## src/rtl/cmov_ham_seq_pkg.sv

```systemverilog
// rtl/cmov_ham_seq_pkg.sv - shared widths, opcodes and FSM encoding for the CMOV/HAM sequencer
package cmov_ham_pkg;

    localparam int REG_IDX_W = 4;
    localparam int DATA_W    = 32;
    localparam int POP_W     = 6;

    // Command opcodes as they arrive from decode
    typedef enum logic [1:0] {
        OP_MOVE  = 2'b00,
        OP_CMOVN = 2'b01,
        OP_CMOVZ = 2'b10,
        OP_HAM   = 2'b11
    } op_e;

    // Sequencer states, kept as plain constants so the state register is a bare vector
    localparam logic [2:0] ST_IDLE  = 3'd0;
    localparam logic [2:0] ST_READ  = 3'd1;
    localparam logic [2:0] ST_EXEC  = 3'd2;
    localparam logic [2:0] ST_WRITE = 3'd3;
    localparam logic [2:0] ST_DONE  = 3'd4;

    // Write condition: conditional moves look only at the second operand
    function automatic logic write_cond(input logic [1:0] op, input logic [DATA_W-1:0] opb);
        logic w;
        case (op)
            OP_CMOVN: w = (opb != '0);
            OP_CMOVZ: w = (opb == '0);
            default:  w = 1'b1;
        endcase
        return w;
    endfunction

endpackage

```

## src/rtl/cmov_ham_seq_if.sv

```systemverilog
// rtl/cmov_ham_seq_if.sv - command, completion and register-bank signals of the sequencer
interface cmov_ham_if;
    import cmov_ham_pkg::*;

    logic                 cmd_valid;
    logic                 cmd_ready;
    logic [1:0]           cmd_op;
    logic [REG_IDX_W-1:0] cmd_rs;
    logic [REG_IDX_W-1:0] cmd_rt;
    logic [REG_IDX_W-1:0] cmd_rd;

    logic [REG_IDX_W-1:0] rb_rs;
    logic [REG_IDX_W-1:0] rb_rt;
    logic [REG_IDX_W-1:0] rb_rd;
    logic                 rb_read;
    logic                 rb_write;
    logic                 rb_enable;
    logic [DATA_W-1:0]    rb_in1;
    logic [DATA_W-1:0]    rb_out1;
    logic [DATA_W-1:0]    rb_out2;

    logic                 done;
    logic                 done_wrote;
    logic [DATA_W-1:0]    result;

    // Sequencer side: takes commands and bank read data, drives everything else
    modport slave (
        input  cmd_valid, cmd_op, cmd_rs, cmd_rt, cmd_rd, rb_out1, rb_out2,
        output cmd_ready, rb_rs, rb_rt, rb_rd, rb_read, rb_write, rb_enable, rb_in1,
        output done, done_wrote, result
    );

    // Environment side: decode stage plus register bank
    modport master (
        output cmd_valid, cmd_op, cmd_rs, cmd_rt, cmd_rd, rb_out1, rb_out2,
        input  cmd_ready, rb_rs, rb_rt, rb_rd, rb_read, rb_write, rb_enable, rb_in1,
        input  done, done_wrote, result
    );

endinterface

```

## src/rtl/cmov_ham_seq_popcnt32.sv

```systemverilog
// rtl/cmov_ham_seq_popcnt32.sv - combinational 32-bit population count
module popcnt32 (
    input  logic [31:0] i_data,
    output logic [5:0]  o_count
);

    // Ripple sum of set bits; 32 fits in 6 bits
    always_comb begin
        o_count = '0;
        for (int i = 0; i < 32; i++) begin
            o_count = o_count + {5'd0, i_data[i]};
        end
    end

endmodule

```

## src/rtl/cmov_ham_seq.sv

```systemverilog
// rtl/cmov_ham_seq.sv - read/exec/write sequencer for MOVE, CMOVN, CMOVZ and HAM
module cmov_ham_seq
    import cmov_ham_pkg::*;
(
    input  logic       clk,
    input  logic       reset_all,
    cmov_ham_if.slave  bus
);

    logic [2:0]           r_state;
    logic [1:0]           r_op;
    logic [REG_IDX_W-1:0] r_rs;
    logic [REG_IDX_W-1:0] r_rt;
    logic [REG_IDX_W-1:0] r_rd;
    logic [DATA_W-1:0]    r_opa;
    logic [DATA_W-1:0]    r_opb;
    logic [DATA_W-1:0]    r_calc;
    logic                 r_wr;
    logic [DATA_W-1:0]    r_result;

    logic                 w_ready;
    logic                 w_accept;
    logic [POP_W-1:0]     w_pop;
    logic [DATA_W-1:0]    w_calc;
    logic                 w_wr;

    assign w_ready  = (r_state == ST_IDLE) || (r_state == ST_DONE);
    assign w_accept = bus.cmd_valid && w_ready;

    popcnt32 u_popcnt (
        .i_data  (r_opa ^ r_opb),
        .o_count (w_pop)
    );

    assign w_calc = (r_op == OP_HAM) ? {{(DATA_W-POP_W){1'b0}}, w_pop} : r_opa;
    assign w_wr   = write_cond(r_op, r_opb);

    // Fixed READ->EXEC->WRITE->DONE walk; DONE can take the next command directly
    always_ff @(posedge clk or posedge reset_all) begin
        if (reset_all) begin
            r_state <= ST_IDLE;
        end else begin
            case (r_state)
                ST_IDLE:  r_state <= w_accept ? ST_READ : ST_IDLE;
                ST_READ:  r_state <= ST_EXEC;
                ST_EXEC:  r_state <= ST_WRITE;
                ST_WRITE: r_state <= ST_DONE;
                ST_DONE:  r_state <= w_accept ? ST_READ : ST_IDLE;
                default:  r_state <= ST_IDLE;
            endcase
        end
    end

    // Capture the command fields at acceptance; they stay stable for the whole sequence
    always_ff @(posedge clk or posedge reset_all) begin
        if (reset_all) begin
            r_op <= '0;
            r_rs <= '0;
            r_rt <= '0;
            r_rd <= '0;
        end else if (w_accept) begin
            r_op <= bus.cmd_op;
            r_rs <= bus.cmd_rs;
            r_rt <= bus.cmd_rt;
            r_rd <= bus.cmd_rd;
        end
    end

    // Bank read data is only meaningful at the edge closing READ
    always_ff @(posedge clk or posedge reset_all) begin
        if (reset_all) begin
            r_opa <= '0;
            r_opb <= '0;
        end else if (r_state == ST_READ) begin
            r_opa <= bus.rb_out1;
            r_opb <= bus.rb_out2;
        end
    end

    // Register the computed value and write decision so WRITE drives the bank from flops
    always_ff @(posedge clk or posedge reset_all) begin
        if (reset_all) begin
            r_calc <= '0;
            r_wr   <= 1'b0;
        end else if (r_state == ST_EXEC) begin
            r_calc <= w_calc;
            r_wr   <= w_wr;
        end
    end

    // Visible result changes only as the command completes, so it is valid alongside done
    always_ff @(posedge clk or posedge reset_all) begin
        if (reset_all) begin
            r_result <= '0;
        end else if (r_state == ST_WRITE) begin
            r_result <= r_calc;
        end
    end

    // Moore decode: a reset forces IDLE, which drops the strobes without waiting for a clock
    assign bus.cmd_ready  = w_ready;
    assign bus.rb_read    = (r_state == ST_READ);
    assign bus.rb_write   = (r_state == ST_WRITE) && r_wr;
    assign bus.rb_enable  = (r_state == ST_READ) || ((r_state == ST_WRITE) && r_wr);
    assign bus.rb_rs      = (r_state == ST_READ)  ? r_rs   : '0;
    assign bus.rb_rt      = (r_state == ST_READ)  ? r_rt   : '0;
    assign bus.rb_rd      = (r_state == ST_WRITE) ? r_rd   : '0;
    assign bus.rb_in1     = (r_state == ST_WRITE) ? r_calc : '0;
    assign bus.done       = (r_state == ST_DONE);
    assign bus.done_wrote = (r_state == ST_DONE) && r_wr;
    assign bus.result     = r_result;

endmodule

```

## src/flat_wrapper.sv

```systemverilog
// flat-port wrapper written by rule: the top's interface ports become plain ports
module cmov_ham_seq_flat import cmov_ham_pkg::*;
  (clk, reset_all, bus_cmd_valid, bus_cmd_op, bus_cmd_rs, bus_cmd_rt, bus_cmd_rd, bus_rb_out1, bus_rb_out2, bus_cmd_ready, bus_rb_rs, bus_rb_rt, bus_rb_rd, bus_rb_read, bus_rb_write, bus_rb_enable, bus_rb_in1, bus_done, bus_done_wrote, bus_result);
  cmov_ham_if bus_i ();
  input  logic clk;
  input  logic reset_all;
  input wire logic [$bits(bus_i.cmd_valid)-1:0] bus_cmd_valid;
  input wire logic [$bits(bus_i.cmd_op)-1:0] bus_cmd_op;
  input wire logic [$bits(bus_i.cmd_rs)-1:0] bus_cmd_rs;
  input wire logic [$bits(bus_i.cmd_rt)-1:0] bus_cmd_rt;
  input wire logic [$bits(bus_i.cmd_rd)-1:0] bus_cmd_rd;
  input wire logic [$bits(bus_i.rb_out1)-1:0] bus_rb_out1;
  input wire logic [$bits(bus_i.rb_out2)-1:0] bus_rb_out2;
  output wire logic [$bits(bus_i.cmd_ready)-1:0] bus_cmd_ready;
  output wire logic [$bits(bus_i.rb_rs)-1:0] bus_rb_rs;
  output wire logic [$bits(bus_i.rb_rt)-1:0] bus_rb_rt;
  output wire logic [$bits(bus_i.rb_rd)-1:0] bus_rb_rd;
  output wire logic [$bits(bus_i.rb_read)-1:0] bus_rb_read;
  output wire logic [$bits(bus_i.rb_write)-1:0] bus_rb_write;
  output wire logic [$bits(bus_i.rb_enable)-1:0] bus_rb_enable;
  output wire logic [$bits(bus_i.rb_in1)-1:0] bus_rb_in1;
  output wire logic [$bits(bus_i.done)-1:0] bus_done;
  output wire logic [$bits(bus_i.done_wrote)-1:0] bus_done_wrote;
  output wire logic [$bits(bus_i.result)-1:0] bus_result;
  assign bus_i.cmd_valid = bus_cmd_valid;
  assign bus_i.cmd_op = bus_cmd_op;
  assign bus_i.cmd_rs = bus_cmd_rs;
  assign bus_i.cmd_rt = bus_cmd_rt;
  assign bus_i.cmd_rd = bus_cmd_rd;
  assign bus_i.rb_out1 = bus_rb_out1;
  assign bus_i.rb_out2 = bus_rb_out2;
  assign bus_cmd_ready = bus_i.cmd_ready;
  assign bus_rb_rs = bus_i.rb_rs;
  assign bus_rb_rt = bus_i.rb_rt;
  assign bus_rb_rd = bus_i.rb_rd;
  assign bus_rb_read = bus_i.rb_read;
  assign bus_rb_write = bus_i.rb_write;
  assign bus_rb_enable = bus_i.rb_enable;
  assign bus_rb_in1 = bus_i.rb_in1;
  assign bus_done = bus_i.done;
  assign bus_done_wrote = bus_i.done_wrote;
  assign bus_result = bus_i.result;
  cmov_ham_seq u_core (.clk(clk), .reset_all(reset_all), .bus(bus_i));
endmodule
```

## config.mk

```make
export PLATFORM = sky130hd
export DESIGN_NAME = cmov_ham_seq_flat
export DESIGN_NICKNAME = d
export VERILOG_FILES = /design/src/rtl/cmov_ham_seq_pkg.sv /design/src/rtl/cmov_ham_seq_if.sv /design/src/rtl/cmov_ham_seq_popcnt32.sv /design/src/rtl/cmov_ham_seq.sv /design/src/flat_wrapper.sv
export SDC_FILE = /design/constraint.sdc
export NUM_CORES = 1
export LEC_CHECK = 0
export CORE_UTILIZATION = 45
export DETAILED_ROUTE_END_ITERATION = 8
export GPL_ROUTABILITY_DRIVEN = 0
export PLACE_DENSITY_LB_ADDON = 0.1
export SLEW_MARGIN = 40
export SYNTH_ARGS = -nofsm -noshare
export SYNTH_HDL_FRONTEND = slang
export SYNTH_SLANG_ARGS = --single-unit
```

## constraint.sdc

```tcl
create_clock -name clk -period 7 [get_ports clk]
set_input_delay 1.05 -clock clk [delete_from_list [all_inputs] [get_ports clk]]
set_output_delay 1.05 -clock clk [all_outputs]
set_load 0.005 [all_outputs]
```

==> out/summary.md <==
Cells fill 61.6% of the core in the end. The antenna diode count is 0, and the post-CTS clock slew at the launch and capture registers of the worst setup and hold paths is 0.06 ns. The via-per-instance ratio came out at 4.91. Counting every net in the synthesized netlist gives 671. The run gives 0 as the number of antenna violations at the first check in global routing. Routed signal wires occupy layers up through met4. On the final layout, the worst clock skew is 0.00559 ns. Number of hold buffers added after cts: 0. After synthesis, the largest family of logic cells by area is multiplexers. Dividing the detail-routed wire length by the instance count gives 17.2 um.

For this run, the post-layout net count is 827. The multiplexer area fraction after synthesis was 17.4%; the number of instances resized during post-cts repair was 0. Counting I/O delays and the setup requirement, the final critical path takes 5.22 ns. After detailed routing, the total wire length is 16,100 um. The run gives 0 as the count of final max-slew check failures.

The placed instances occupy a cell area of 0.00882 mm^2. After global routing the overflow that remains totals 0. 163 I/O pins were placed.

The first detailed-routing pass took 4 iterations. The netlist area before placement is 0.00711 mm^2, and the height of the chip is 128 um. For this run, design rule violations remaining after detail routing come to 0. The tools report the number of routed nets with antenna violations as 0. TritonCTS built the clock tree. The number of enable flip-flop cells after synthesis works out to 0. The longest clock path from root to sink contains 2 buffers. STA classifies the critical path startpoint as a flop. For the number of max-capacitance violations reported, the log shows 0. Summed negative setup slack over all endpoints: 0 ns. The minimum setup slack in the final design came out at 1.78 ns. Compared with the post-synthesis result, the final layout area differs by 32.7%.

Detailed placement ended at an HPWL of 11,800 um. Of all nets on the critical path, the largest fanout is 3. Total number of clock tree sinks: 146.

The worst hold path was traced through 2 stages. The number of hold-slack violations in the final timing report came out at 0. The number of input and output port buffers inserted works out to 162. For this run, the register share of the synthesized area comes to 51.4%. The tools report the number of standard-cell rows in the floorplan as 45.

Static timing analysis puts the maximum clock frequency at 0.191 GHz. Fill cells in the final layout number 1,276. The cell count of the worst reg-to-reg path works out to 17. The critical path is of the reg2reg type. The number of global-route vias before repair was 4,698. The horizontal die dimension was 128 um; the routed length on met1 was 7640 um.

Data on the critical path is required at its endpoint by 7.31 ns. The adder-cell share of the synthesized area is 8.51%. Summing the areas of all xor and xnor instances in the mapped netlist gives 4.31% of the synthesized area. For the number of post-CTS setup repair buffers, the log shows 0. The die covers 0.0163 mm^2.

Counting the buffers created by CTS gives 17. The final setup violation count was 0; the total number of yosys warnings was 0. The final period utilization came out at 74.6%. The ratio of cells with drive above 1 in the final layout works out to 20.3%. Counting flops and latches in the post-synthesis netlist gives 146.

At the placement stage, the worst setup path has a slack of 1.78 ns. Dividing the synthesized area by the synthesized cell count gives 12.8 um^2. The main flop type after synthesis was sky130_fd_sc_hd__dfrtp_1. Synthesis instantiated 33 different standard cells from the library. The H-tree was split into 4 levels.

The root buffer selected by CTS is sky130_fd_sc_hd__clkbuf_16. The slew at the pin closest to its max-slew limit was 0.779 ns; the via count was 4,589. The length of routed met2 wiring was 7290 um; the worst slew margin relative to its limit was 48.0%. After technology mapping, the gate count stands at 556. Complex-gate fraction of the synthesized area: 3.38%. The logs give 85 for the maximum number of pins on one net before global-route repair and 5.53 ns for the critical path data arrival time. After synthesis, the share of flip-flops with an asynchronous set or reset is 100%. Wire segments on met3 add up to 924 um in the final route.

In this run the standard cell core region covers 0.0153 mm^2. Latest clock arrival within the worst-skew pair: 0.42 ns. Class of the tightest hold or removal check: reg2reg. With fillers left out, the area of the finished cells amounts to 0.00944 mm^2.

The flow ran to the end, and the final reports show no timing, DRC or antenna violations. After the first detailed-routing iteration, the DRC count stood at 249. For the all-layer global routing usage, the log shows 21.2%. The first global-routing pass estimated 25,600 um of wire. The post-synthesis share of cell area spent on and, or, nand and nor gates is 10.5%, and the initial cell density of the core is 46.4%.

The type of element capturing the critical path is a flop. Setup repair after global routing left no endpoint under its margin.
## layout by cell type (no fill, tap or decap), drive strengths merged, types with 2 or more instances in the layout
master,count
a21oi,5
nand4,2
clkinv,4
inv,27
buf,3
clkinvlp,2
clkbuf,20
xor2,19
clkdlybuf4s50,162
nor4,8
fa,24
nand2,33
o21ai,35
xnor2,16
ha,10
and2,47
mux2i,2
nor3b,5
bufinv,4
or2,2
dfrtp,146
a21o,3
mux2,108
nand2b,28
## through the flow
step / instances / hold WS, ns
after global placement: 904 / 0.476
after detailed placement: 904 / 0.488
after global routing: 934 / 0.518
final: 934 / 0.493
after CTS: 934 / 0.500
after floorplan: 556 / 0.456
## worst max-delay path, cell delays in order, from the launching register on
cell,delay [ns]
sky130_fd_sc_hd__dfrtp_1,0.41
sky130_fd_sc_hd__xor2_1,0.19
sky130_fd_sc_hd__fa_1,0.54
sky130_fd_sc_hd__inv_1,0.05
sky130_fd_sc_hd__fa_1,0.50
sky130_fd_sc_hd__inv_1,0.05
sky130_fd_sc_hd__fa_1,0.47
sky130_fd_sc_hd__fa_1,0.54
sky130_fd_sc_hd__inv_1,0.05
sky130_fd_sc_hd__fa_1,0.50
sky130_fd_sc_hd__fa_1,0.54
sky130_fd_sc_hd__inv_1,0.05
sky130_fd_sc_hd__ha_1,0.22
sky130_fd_sc_hd__fa_1,0.41
sky130_fd_sc_hd__a21o_1,0.19
sky130_fd_sc_hd__a21oi_1,0.17
sky130_fd_sc_hd__xor2_1,0.16
sky130_fd_sc_hd__o21ai_1,0.06
## synthesized netlist by cell type (all sizes together) (2+ instances only)
master | instances | area, um^2
a21o | 3 | 22.5
a21oi | 5 | 25.0
and2 | 47 | 294
buf | 20 | 190
clkbuf | 8 | 31.3
dfrtp | 146 | 3650
fa | 24 | 480
ha | 10 | 125
inv | 27 | 101
mux2 | 108 | 1220
mux2i | 2 | 20.0
nand2 | 33 | 124
nand2b | 28 | 175
nand4 | 2 | 12.5
nor3b | 5 | 42.5
nor4 | 8 | 50.1
o21ai | 35 | 175
or2 | 2 | 12.5
xnor2 | 16 | 140
xor2 | 19 | 166
## logic make-up after synthesis
| group | count (synthesis) |
|---|---|
| flops | 146 |
| simple gates | 131 |
| mux | 110 |
| buf+inv | 55 |
| compound gates | 45 |
| xor+xnor | 35 |
| fa+ha+maj | 34 |
## worst paths after layout
check                                         startpoint                                to  slack [ns]
max                         u_core.r_opb[11]$_DFFE_PP0P_      u_core.r_calc[4]$_DFFE_PP0P_        1.78
min                        u_core.r_calc[10]$_DFFE_PP0P_     u_core.r_calc[10]$_DFFE_PP0P_        0.49
max reg2reg                 u_core.r_opb[11]$_DFFE_PP0P_      u_core.r_calc[4]$_DFFE_PP0P_        1.78
min reg2reg                u_core.r_calc[10]$_DFFE_PP0P_     u_core.r_calc[10]$_DFFE_PP0P_        0.49
max in group asynchronous                      reset_all  u_core.bus.result[8]$_DFFE_PP0P_        4.76
min in group asynchronous                      reset_all       u_core.r_opa[6]$_DFFE_PP0P_        1.08
## registers in the layout (all words and copies together), names as in the netlist
signal	flops
u_core.r_state	3
u_core.r_calc	32
u_core.r_rt	4
u_core.r_opa	32
u_core.bus.result	32
u_core.r_opb	32
u_core.r_wr	1
u_core.r_rd	4
u_core.r_rs	4
u_core.r_op	2
## layout make-up
class / instances / area [um^2] / area share [%]
multi-input cells: 355 / 3150 / 33.4
repair buffers: 165 / 1650 / 17.5
inverters: 27 / 106 / 1.13
clock buffers: 20 / 457 / 4.84
well taps: 211 / 264 / 2.80
clock inverters: 10 / 159 / 1.68
flip-flops and latches: 146 / 3650 / 38.7
## layer usage
layer / vias up / track usage, %
met5: - / 0
met4: 0 / 6.44
met3: 18 / 4.59
met2: 108 / 31.9
met1: 2307 / 30.7
li1: 2156 / -
Power is not shown: default switching activity piles up to over one toggle a cycle in this logic, so the estimate is an artifact.
